$ cat src/rtl/seg7_pkg.sv
// Shared constants and types for the register-tap seven-segment display.
// Segment patterns are active-low {g,f,e,d,c,b,a}.
package seg7_pkg;

    typedef logic [6:0] seg_t;
    typedef logic [2:0] digit_idx_t;

    localparam seg_t SEG_HEX_0 = 7'h40;
    localparam seg_t SEG_HEX_1 = 7'h79;
    localparam seg_t SEG_HEX_2 = 7'h24;
    localparam seg_t SEG_HEX_3 = 7'h30;
    localparam seg_t SEG_HEX_4 = 7'h19;
    localparam seg_t SEG_HEX_5 = 7'h12;
    localparam seg_t SEG_HEX_6 = 7'h02;
    localparam seg_t SEG_HEX_7 = 7'h78;
    localparam seg_t SEG_HEX_8 = 7'h00;
    localparam seg_t SEG_HEX_9 = 7'h10;
    localparam seg_t SEG_HEX_A = 7'h08;
    localparam seg_t SEG_HEX_B = 7'h03;
    localparam seg_t SEG_HEX_C = 7'h46;
    localparam seg_t SEG_HEX_D = 7'h21;
    localparam seg_t SEG_HEX_E = 7'h06;
    localparam seg_t SEG_HEX_F = 7'h0E;

    localparam seg_t        SEG_BLANK  = 7'h7F;
    localparam logic [7:0]  AN_OFF     = 8'hFF;
    localparam int unsigned NUM_DIGITS = 32'd8;

    // Active-low one-hot anode pattern for a digit slot.
    function automatic logic [7:0] digit_anode(input digit_idx_t idx);
        return ~(8'b0000_0001 << idx);
    endfunction

endpackage

$ cat src/rtl/hex_to_seg7.sv
// Purely combinational nibble to active-low seven-segment hex encoder.
module hex_to_seg7
    import seg7_pkg::*;
(
    input  logic [3:0] nibble,
    output seg_t       seg
);

    // Hex glyph lookup.
    always_comb begin
        seg = SEG_BLANK;
        case (nibble)
            4'h0:    seg = SEG_HEX_0;
            4'h1:    seg = SEG_HEX_1;
            4'h2:    seg = SEG_HEX_2;
            4'h3:    seg = SEG_HEX_3;
            4'h4:    seg = SEG_HEX_4;
            4'h5:    seg = SEG_HEX_5;
            4'h6:    seg = SEG_HEX_6;
            4'h7:    seg = SEG_HEX_7;
            4'h8:    seg = SEG_HEX_8;
            4'h9:    seg = SEG_HEX_9;
            4'hA:    seg = SEG_HEX_A;
            4'hB:    seg = SEG_HEX_B;
            4'hC:    seg = SEG_HEX_C;
            4'hD:    seg = SEG_HEX_D;
            4'hE:    seg = SEG_HEX_E;
            4'hF:    seg = SEG_HEX_F;
            default: seg = SEG_BLANK;
        endcase
    end

endmodule

$ cat src/rtl/seg7_reg_display.sv
// Multiplexed 8-digit hex display of the CPU v0/v1 taps with a frame-aligned
// snapshot, freeze, leading-zero blanking and a change pulse.
module seg7_reg_display
    import seg7_pkg::*;
#(
    parameter int unsigned REFRESH_DIV = 32'd100000,
    parameter int unsigned SYNC_STAGES = 32'd2
) (
    input  logic        Clk,
    input  logic        Reset,
    input  logic [31:0] v0_In,
    input  logic [31:0] v1_In,
    input  logic        Sel,
    input  logic        Freeze,
    input  logic        Blank_En,
    output logic [7:0]  An,
    output logic [6:0]  Seg,
    output logic        Dp,
    output logic        Update_Pulse
);

    localparam int unsigned      PRE_W       = $clog2(REFRESH_DIV);
    localparam logic [PRE_W-1:0] PRE_LAST    = PRE_W'(REFRESH_DIV - 32'd1);
    localparam digit_idx_t       DIGIT_LAST  = digit_idx_t'(NUM_DIGITS - 32'd1);

    // Each stage carries {blank_en, freeze, sel}.
    logic [SYNC_STAGES-1:0][2:0] sw_sync_r;
    logic [PRE_W-1:0]            prescaler_r;
    digit_idx_t                  digit_idx_r;
    logic [31:0]                 snapshot_r;
    logic                        update_r;
    logic [7:0]                  an_r;
    seg_t                        seg_r;
    logic                        dp_r;

    logic                  sel_s;
    logic                  freeze_s;
    logic                  blank_en_s;
    logic                  tc_s;
    logic                  frame_end_s;
    logic [31:0]           next_snap_s;
    logic [3:0]            nibble_s;
    seg_t                  hex_seg_s;
    logic [NUM_DIGITS-1:0] lead_zero_s;
    logic                  blank_s;

    assign sel_s       = sw_sync_r[SYNC_STAGES-1][0];
    assign freeze_s    = sw_sync_r[SYNC_STAGES-1][1];
    assign blank_en_s  = sw_sync_r[SYNC_STAGES-1][2];
    assign tc_s        = (prescaler_r == PRE_LAST);
    assign frame_end_s = tc_s && (digit_idx_r == DIGIT_LAST);
    assign next_snap_s = sel_s ? v1_In : v0_In;
    assign nibble_s    = snapshot_r[{digit_idx_r, 2'b00} +: 4];

    // Switch synchronisers.
    always_ff @(posedge Clk) begin
        if (Reset) begin
            sw_sync_r <= '0;
        end else begin
            sw_sync_r[0] <= {Blank_En, Freeze, Sel};
            for (int unsigned i = 1; i < SYNC_STAGES; i++) begin
                sw_sync_r[i] <= sw_sync_r[i-1];
            end
        end
    end

    // Refresh prescaler and digit scan counter.
    always_ff @(posedge Clk) begin
        if (Reset) begin
            prescaler_r <= '0;
            digit_idx_r <= '0;
        end else if (tc_s) begin
            prescaler_r <= '0;
            digit_idx_r <= digit_idx_r + 3'd1;
        end else begin
            prescaler_r <= prescaler_r + PRE_W'(1'b1);
        end
    end

    // Snapshot only reloads between frames so a frame never mixes two values.
    always_ff @(posedge Clk) begin
        if (Reset) begin
            snapshot_r <= 32'd0;
            update_r   <= 1'b0;
        end else if (frame_end_s && !freeze_s) begin
            snapshot_r <= next_snap_s;
            update_r   <= (next_snap_s != snapshot_r);
        end else begin
            update_r   <= 1'b0;
        end
    end

    // Digit k is a leading zero when every nibble from k upward is zero; digit 0 never is.
    always_comb begin
        lead_zero_s = '0;
        for (int unsigned k = 1; k < NUM_DIGITS; k++) begin
            lead_zero_s[k] = ((snapshot_r >> (4 * k)) == 32'd0);
        end
    end

    // Blank decision for the digit currently being scanned.
    always_comb begin
        blank_s = 1'b0;
        if (blank_en_s) begin
            blank_s = lead_zero_s[digit_idx_r];
        end else begin
            blank_s = 1'b0;
        end
    end

    hex_to_seg7 u_hex_to_seg7 (
        .nibble (nibble_s),
        .seg    (hex_seg_s)
    );

    // Registered display drive.
    always_ff @(posedge Clk) begin
        if (Reset) begin
            an_r  <= AN_OFF;
            seg_r <= SEG_BLANK;
            dp_r  <= 1'b1;
        end else begin
            an_r  <= digit_anode(digit_idx_r);
            seg_r <= blank_s ? SEG_BLANK : hex_seg_s;
            dp_r  <= !((digit_idx_r == DIGIT_LAST) && freeze_s);
        end
    end

    assign An           = an_r;
    assign Seg          = seg_r;
    assign Dp           = dp_r;
    assign Update_Pulse = update_r;

endmodule

$ cat config.mk
export PLATFORM = sky130hd
export DESIGN_NAME = seg7_reg_display
export DESIGN_NICKNAME = d
export VERILOG_FILES = /design/src/rtl/seg7_pkg.sv /design/src/rtl/hex_to_seg7.sv /design/src/rtl/seg7_reg_display.sv
export SDC_FILE = /design/constraint.sdc
export NUM_CORES = 1
export LEC_CHECK = 0
export CORE_MARGIN = 3
export CORE_UTILIZATION = 35
export CTS_BUF_LIST = sky130_fd_sc_hd__clkbuf_2
export CTS_CLUSTER_SIZE = 14
export DETAILED_ROUTE_END_ITERATION = 16
export SLEW_MARGIN = 5
export SYNTH_ARGS = -nofsm -noshare
export SYNTH_HDL_FRONTEND = slang
export SYNTH_SLANG_ARGS = --single-unit
$ cat constraint.sdc
create_clock -name Clk -period 3.4 [get_ports Clk]
set_input_delay 0.51 -clock Clk [delete_from_list [all_inputs] [get_ports Clk]]
set_output_delay 0.51 -clock Clk [all_outputs]
set_load 0.02 [all_outputs]
==> impl_metrics.toml <==
[hold_path]
hp-class = "register to register"
holdPathStages = 1

[setup_path]
critical_path_required_ns = 3.77
cp_top_family = "multiplexers"
worst-path-stages = 7
worst_ep_arrival_time_ns = 3.11
cp_cell_sequence = "mux4_1, mux2i_1, inv_1, ha_1, mux2_2, nor2_1, o21ai_1"
cpMaxStageDelayCell = "dfxtp_1"
worstPathMaxFanout = 14
end_kind = "register"
critical_path_class = "register to register"
cp-start-kind = "register"
r2r_cells = 7
rrSetupSlack_ns = 0.65
cp_num_buf_inv = 1
crit_path_max_incr_delay_ns = 0.75

[clocking]
cts-resized-gates = 0
cts_sinks = 75
insertion_delay_ns = 0.50
cts_tree = "yes"
cts-hold-fix-buffers = 0
cts_setup_buffers = 0
cts-root-buf = "clkbuf_2"
cts_max_level = 3
cts_buffer_depth = 2
clk_pin_slew_ns = 0.19
numCtsBuffers = 9

[floorplan]
core-area_sq_um = 11100
rows = 38
io_pins = 86
dieArea_sq_um = 12900
die_w_um = 114
chipHeight_um = 114
initial_core_util_pct = 36.7

[route]
vias = 3117
drt_first_pass_iters = 4
drt-total-wl_mm = 9.23
ant_nets = 0
detail_route.wl_per_cell_um = 14.8
via_per_inst = 4.99
drc_errors = 0
first_iter_violations = 131

[placement]
dp.cells = 611
numPortBuffers = 85
dpl.hpwl_mm = 7.12
gp_congestion = 0.854
place_ws_ns = 0.695

[yosys]
synth_area_sq_um = 4060
synthCells = 400
synth_area_leaders = "dfxtp_1, mux2i_1, xor2_1"
ys_types = 44
synth_top_area_share_pct = 36.9
syn-num-nets = 482
yosys_warnings = 0
netlist.top_cell.by_area = "dfxtp_1"
yosys_register_bits = 75
avgSynthCellArea_sq_um = 10.2
yosysSeqAreaShare_pct = 36.9

[final_layout]
final_cells = 625
final_cell_mix = "clkdlybuf4s50_1, dfxtp_1, nor2_1"
final_common_cell = "clkdlybuf4s50_1"
fillers = 1096
diodes = 0
drive_gt1_share_pct = 11.3
area_growth_pct = 26.3
fin_nets = 564

[status]
status = "completed"

[timing]
whs_ns = 0.464
setup_tns_ns = 0
rsz0062_at_grt = "false"
finalHoldViolCount = 0
worstMarginPinSlew_ns = 0.614
skew_ns = 0.0271
slew_violations = 0
relSlewSlack_pct = 58.9
fin_crit_ns = 2.75
worst_slack_ns = 0.653
fin_crit_sh_pct = 80.8
max_freq_mhz = 364
setup_viol = 0

[global_route]
grt_pass1_wl_mm = 15.2
grt_pass1_vias = 3093
grt_util_all_layers_pct = 14.8
grt_max_degree = 34
antenna_found_initial = 0
overflow = 0

[pwr]
ir_drop_mv = 0.183
power.leakage_nw = 1.97
total_power_w = 0.00170
powerDensity_nw_per_um2 = 331

[job]
max_cap_violations = 0
## cell type report
type                            instances  area (sq um)  share of cell area [%]
Multi-Input combinational cell        293          2380                    46.3
Inverter                               14          52.6                    1.02
Clock inverter                          5           103                    2.00
Tap cell                              140           175                    3.41
Sequential cell                        75          1500                    29.2
Timing Repair Buffer                   89           881                    17.2
Clock buffer                            9          45.0                   0.877
## synthesized netlist by cell type (all sizes together)
cell type / instances
nand3: 9
and3: 2
nand4: 6
and4bb: 2
xor2: 35
nor2b: 7
nor3b: 1
mux2: 27
or2: 1
o22ai: 1
clkbuf: 6
or3: 2
ha: 13
and4: 1
o211ai: 2
nor4b: 1
nor4: 15
o221ai: 2
mux4: 8
inv: 14
and2: 7
a21oi: 8
xnor2: 11
nor3: 2
o211a: 2
o32a: 1
nand2: 21
nor2: 50
nand2b: 1
o21ai: 8
buf: 12
or2b: 1
a31oi: 1
mux2i: 45
dfxtp: 75
## through the flow
stage / area, sq um / utilization (%)
floorplan: 4060 / -
finish: 5130 / 46.3
detailed placement: 4990 / 45.0
global route: 5130 / 46.3
CTS: 5130 / 46.3
global placement: 4990 / 45.0
## layer usage
layer / track usage, % / up-vias / part of all wire [%]
li1: - / 1559 / -
met1: 19.1 / 1458 / 46
met2: 24.5 / 85 / 47
met3: 2.39 / 15 / 5.1
met4: 6.09 / 0 / 1.7
met5: 0 / - / 0
## worst paths after layout
check                               startpoint        to
worst max-delay path            digit_idx_r[0]    Seg[3]
worst max register to register  digit_idx_r[0]    Seg[3]
worst min-delay path              sw_sync_r[1]  freeze_s
worst min register to register    sw_sync_r[1]  freeze_s
## power by group
part           leakage, nW  internal (W)  total (W)  switching [W]
sequential           0.609      0.000891   0.000898     0.00000695
clock               0.0859      0.000310   0.000613       0.000303
combinational         1.27      0.000118   0.000187      0.0000693
total                 1.97       0.00132    0.00170       0.000380
## flip-flops by register name (all words and copies together), names as in the netlist
| signal | flops |
|---|---|
| sw_sync_r | 3 |
| sel_s | 1 |
| Seg | 7 |
| digit_idx_r | 3 |
| prescaler_r | 17 |
| Update_Pulse | 1 |
| snapshot_r | 32 |
| Dp | 1 |
| An | 8 |
| freeze_s | 1 |
| blank_en_s | 1 |
## kinds of logic (layout without fill, tap and decap cells)
family	after synthesis	count (layout)	share of synthesized area [%]
simple gates	129	129	16.5
flops	75	75	36.9
compound gates	25	25	3.82
mux	80	80	24.1
xor+xnor	46	46	9.91
fa+ha+maj	13	13	4.00
buf+inv	32	117	4.74
## worst register-to-register path: stages (launching register included)
cell and delay, ns:
dfxtp_1 0.75, mux4_1 0.62, mux2i_1 0.36, inv_1 0.17
ha_1 0.27, mux2_2 0.27, nor2_1 0.11, o21ai_1 0.08
Note: power is estimated with default switching activity, not from simulation.
